$ cat src/rtl/snake_head_driver.sv
// Snake head driver: paces moves, commits direction, tracks head position and length.
// Optional PAUSE state is compiled in when SNAKE_HEAD_PAUSE_EN is defined.
module snake_head_driver #(
  parameter int unsigned TICK_DIV = 16,
  parameter int unsigned INIT_LEN = 3,
  parameter int unsigned MAX_LEN  = 64
) (
  input  logic       clk,
  input  logic       reset,
  input  logic       start,
  input  logic       btn_left,
  input  logic       btn_up,
  input  logic       btn_right,
  input  logic       btn_down,
  input  logic       apple_eaten,
  input  logic       collision,
  output logic       step,
  output logic [1:0] dir,
  output logic [7:0] length,
  output logic [2:0] head_row,
  output logic [2:0] head_col,
  output logic       running,
  output logic       game_over
);

`ifdef SNAKE_HEAD_PAUSE_EN
  typedef enum logic [1:0] {IDLE = 2'd0, RUN = 2'd1, OVER = 2'd2, PAUSE = 2'd3} state_t;
`else
  typedef enum logic [1:0] {IDLE = 2'd0, RUN = 2'd1, OVER = 2'd2} state_t;
`endif

  localparam logic [1:0] DIR_LEFT  = 2'b00;
  localparam logic [1:0] DIR_UP    = 2'b01;
  localparam logic [1:0] DIR_RIGHT = 2'b10;
  localparam logic [1:0] DIR_DOWN  = 2'b11;
  localparam logic [7:0] TICK_LAST = 8'(TICK_DIV - 1);
  localparam logic [7:0] LEN_INIT  = 8'(INIT_LEN);
  localparam logic [7:0] LEN_MAX   = 8'(MAX_LEN);

  state_t     state, state_next;
  logic [7:0] cnt;
  logic [1:0] pending;
  logic       run_tick, wrap, clear_cnt, restart;
  logic       btn_take;
  logic [1:0] btn_dir, rev_dir;

  always_ff @(posedge clk or negedge reset) begin
    if (!reset) state <= IDLE;
    else        state <= state_next;
  end

  // Collision outranks a pause request, and both suppress the tick wrap.
  always_comb begin
    state_next = state;
    run_tick   = 1'b0;
    wrap       = 1'b0;
    clear_cnt  = 1'b0;
    restart    = 1'b0;
    case (state)
      IDLE: begin
        if (start) begin
          state_next = RUN;
          clear_cnt  = 1'b1;
        end
      end
      RUN: begin
        if (collision) begin
          state_next = OVER;
`ifdef SNAKE_HEAD_PAUSE_EN
        end else if (start) begin
          state_next = PAUSE;
`endif
        end else begin
          run_tick = 1'b1;
          wrap     = (cnt == TICK_LAST);
        end
      end
      OVER: begin
        if (start) begin
          state_next = IDLE;
          restart    = 1'b1;
        end
      end
`ifdef SNAKE_HEAD_PAUSE_EN
      PAUSE: begin
        if (start) state_next = RUN;
      end
`endif
      default: state_next = IDLE;
    endcase
  end

  // Reversals are filtered out before priority, so a valid lower-priority press still lands.
  always_comb begin
    rev_dir  = dir ^ 2'b10;
    btn_take = 1'b0;
    btn_dir  = pending;
    if (btn_down  && (rev_dir != DIR_DOWN))  begin btn_take = 1'b1; btn_dir = DIR_DOWN;  end
    if (btn_right && (rev_dir != DIR_RIGHT)) begin btn_take = 1'b1; btn_dir = DIR_RIGHT; end
    if (btn_up    && (rev_dir != DIR_UP))    begin btn_take = 1'b1; btn_dir = DIR_UP;    end
    if (btn_left  && (rev_dir != DIR_LEFT))  begin btn_take = 1'b1; btn_dir = DIR_LEFT;  end
    if (state == OVER) btn_take = 1'b0;
  end

  always_ff @(posedge clk or negedge reset) begin
    if (!reset) begin
      cnt      <= '0;
      step     <= 1'b0;
      dir      <= DIR_RIGHT;
      pending  <= DIR_RIGHT;
      length   <= LEN_INIT;
      head_row <= 3'd3;
      head_col <= 3'd3;
    end else begin
      step <= wrap;
      if (clear_cnt || restart)
        cnt <= '0;
      else if (run_tick)
        cnt <= wrap ? '0 : cnt + 8'd1;
      if (restart) begin
        dir      <= DIR_RIGHT;
        pending  <= DIR_RIGHT;
        length   <= LEN_INIT;
        head_row <= 3'd3;
        head_col <= 3'd3;
      end else begin
        if (wrap) begin
          dir <= pending;
          case (pending)
            DIR_LEFT:  head_col <= head_col - 3'd1;
            DIR_UP:    head_row <= head_row - 3'd1;
            DIR_RIGHT: head_col <= head_col + 3'd1;
            default:   head_row <= head_row + 3'd1;
          endcase
        end
        if (btn_take)
          pending <= btn_dir;
        if ((state == RUN) && apple_eaten && (length < LEN_MAX))
          length <= length + 8'd1;
      end
    end
  end

  assign running   = (state == RUN);
  assign game_over = (state == OVER);

endmodule
$ cat config.mk
export PLATFORM = sky130hd
export DESIGN_NAME = snake_head_driver
export DESIGN_NICKNAME = d
export VERILOG_FILES = /design/src/rtl/snake_head_driver.sv
export SDC_FILE = /design/constraint.sdc
export NUM_CORES = 1
export LEC_CHECK = 0
export CORE_MARGIN = 2
export CORE_UTILIZATION = 45
export DETAILED_ROUTE_END_ITERATION = 7
export PLACE_DENSITY = 0.7
export SYNTH_ARGS = -nofsm -noshare
export SYNTH_HDL_FRONTEND = slang
export SYNTH_SLANG_ARGS = --single-unit
export TNS_END_PERCENT = 30
$ cat constraint.sdc
create_clock -name clk -period 2.1 [get_ports clk]
set_input_delay 0.525 -clock clk [delete_from_list [all_inputs] [get_ports clk]]
set_output_delay 0.525 -clock clk [all_outputs]
set_load 0.02 [all_outputs]
==> impl_metrics.ini <==
[outcome]
outcome = complete, no violations

[setup_path]
path_cells = clkdlybuf4s50_1
worst_setup_path_start_kind = flip-flop
critPathBufInv = 1
max_stage_delay_ps = 620
endpoint_kind = output pin
critPathKind = flip-flop to output pin
critPathMaxFanout = 3
critPathArrivalTime_ps = 1520
slowest_stage = clkdlybuf4s50_1
critPathTopFamily = buffers and inverters
worstPathRequired_ps = 1570

[synthesis]
synthCells = 156
syn_avg_cell_area_um2 = 10.03
synth_area_leader_cell = dfrtp_1
synth_adder_area_share_pct = 4.796
synthMuxAreaShare_pct = 0
synth_edf_count = 0
synthTopCellsByArea = dfrtp_1 34%, dfstp_2 13%, xnor2_1 3.9%
yosys.area_share.simple_pct = 27.10
seq_area_frac_synth_pct = 47.00
yosys_warnings = 0
syn_area_um2 = 1565
synth_ff_type = dfrtp_1
synth_top_cell_area_share_pct = 33.57
synth_top_family_by_area = simple AND/OR/NAND/NOR gates
ys_seq_elements = 29
synth_xor_area_share_pct = 7.274
synth_cell_types = 42
synth_compound_area_share_pct = 11.11
async_reset_ff_share_pct = 100.0
synth.net_count = 169

[grt]
grt_pass1_wl_um = 5837
grt_pass1_vias = 1302
grt_antenna_before_repair = 0
overflow = 0
grtUsageTotal_pct = 18.75
grt_max_degree = 30

[finish]
drive_above_1_share_pct = 15.66
syn_to_final_growth_pct = 27.58
seq_area_um2 = 737.0
fillCellCount = 309
final_area_um2 = 1997
multi_input_area_um2 = 787.0
layout_commonest_cell = clkdlybuf4s50_1
nets = 210
layout_common_cells = 24 x clkdlybuf4s50_1, 20 x dfrtp_1, 16 x nor2_1
num_antenna_cells = 0

[floorplanning]
die_h_um = 62.98
fp-row-count = 21
die_x_um = 62.98
ios = 28
die_area_um2 = 3966
core_region_area_um2 = 3337
start_util_pct = 46.91

[routing]
drt_drc_violations_left = 0
drt_wl_total_um = 3220
wl_per_cell_um = 13.20
via_per_inst = 5.406
postRouteAntennaNets = 0
vias = 1319
drtPass1Iterations = 4
drt_iter0_drc = 60

[cts]
clk_pin_slew_ps = 90
clock_latency_ps = 320
clock_sinks = 29
hold_buffers = 0
clockRootBuffer = clkbuf_4
cts_buffer_depth = 2
htree_levels = 2
cts_tree = yes
cts_buffers = 5
cts_resized = 4
cts_setup_buffers = 0

[placement]
routabilityCongestion = 0.7760
placed_cell_area_um2 = 1948
dp_hpwl_um = 2455
io_buffers = 27

[timing]
worstMarginPinSlew_ps = 490.5
relSlewSlack_pct = 67.00
clock_skew_ps = 8.305
fin_setup_tns_ps = 0
grt_setup_unrepaired = false
period_minus_slack_ps = 2046
fin_crit_sh_pct = 97.45
setup_violations = 0
slew_viol_final = 0
hold_viol = 0
fmax_ghz = 0.4887

[run]
drv_cap = 0

[power_and_ir_drop]
power_density_nw_per_um2 = 1121
ir_drop_v = 0.0004983
leakage_uw = 0.0008592

[min_path]
hold_class = flip-flop to flip-flop
[where the power goes]
group	total [µW]	switching (µW)	internal [µW]
Clock	313	185	127
Combinational	1000	504	497
Sequential	925	168	757
Total	2240	857	1380
[worst reg2reg max path, stage by stage, from the launching register on]
cell	delay, ps
dfstp_2	540
nand2b_1	80
fa_1	390
xor2_1	160
or4_1	400
a21oi_1	150
[synthesized netlist by cell type (all sizes together) (2+ instances only)]
library cell,count
nand3,8
xor2,6
nor2b,2
nand4,5
nor2,16
xnor2,7
dfrtp,21
dfstp,8
and3,3
buf,2
ha,2
fa,2
o21ai,10
o31ai,2
nand2,13
or4,3
a211oi,2
nor3,5
nor3b,3
and2,2
nor4,3
a31oi,3
inv,6
a21oi,4
nand2b,5
[metrics by stage]
| stage | total power (µW) | hold slack (ps) | cells | worst slack, ps | utilization [%] |
|---|---|---|---|---|---|
| floorplan | 1547 | 229.4 | 156 | 358.2 | - |
| global placement | 1927 | 504.4 | 236 | 7.961 | 58.38 |
| detailed placement | 1966 | 506.0 | 236 | -20.52 | 58.38 |
| CTS | 2267 | 518.4 | 244 | 33.21 | 59.84 |
| global route | 2428 | 560.8 | 244 | 1.823 | 59.84 |
| finish | 2239 | 513.9 | 244 | 53.64 | 59.84 |
[layout make-up]
class / instances / area share [%]
clock buffers: 6 / 2.068
clock inverters: 2 / 0.5013
inverters: 6 / 1.128
multi-input cells: 118 / 39.41
flip-flops and latches: 29 / 36.90
well taps: 46 / 2.882
repair buffers: 37 / 17.11
[flip-flops by register name, summed over array words and instances (netlist names)]
signal and cells:
length 8, head_row 3, step 1, pending 2
dir 2, head_col 3, cnt 8, state 2
[layer usage]
layer / vias up / GRT usage, % / wire length [µm] / share of wire (%)
met2: 30 / 31.12 / 1563 / 49
met1: 637 / 23.21 / 1460 / 45
met4: 0 / 7.222 / 54 / 1.7
met5: - / 0 / 0 / 0
met3: 6 / 5.045 / 141 / 4.4
li1: 646 / - / - / -
[final timing paths]
check                      cells past startpoint           to  slack (ps)   startpoint
setup / recovery                               1  head_col[0]          50  head_col[0]
hold / removal                                 1       cnt[0]         510       cnt[0]
setup reg to reg                               5  head_col[2]         310   pending[1]
hold reg to reg                                1       cnt[0]         510       cnt[0]
max in group asynchronous                      2    length[0]        1210        reset
min in group asynchronous                      2  head_col[2]         580        reset
[cells by family after synthesis]
| family | count (synthesis) |
|---|---|
| xor+xnor | 13 |
| compound gates | 27 |
| flops | 29 |
| buf+inv | 9 |
| simple gates | 73 |
| fa+ha+maj | 5 |
Power figures use the tool's default switching activity.
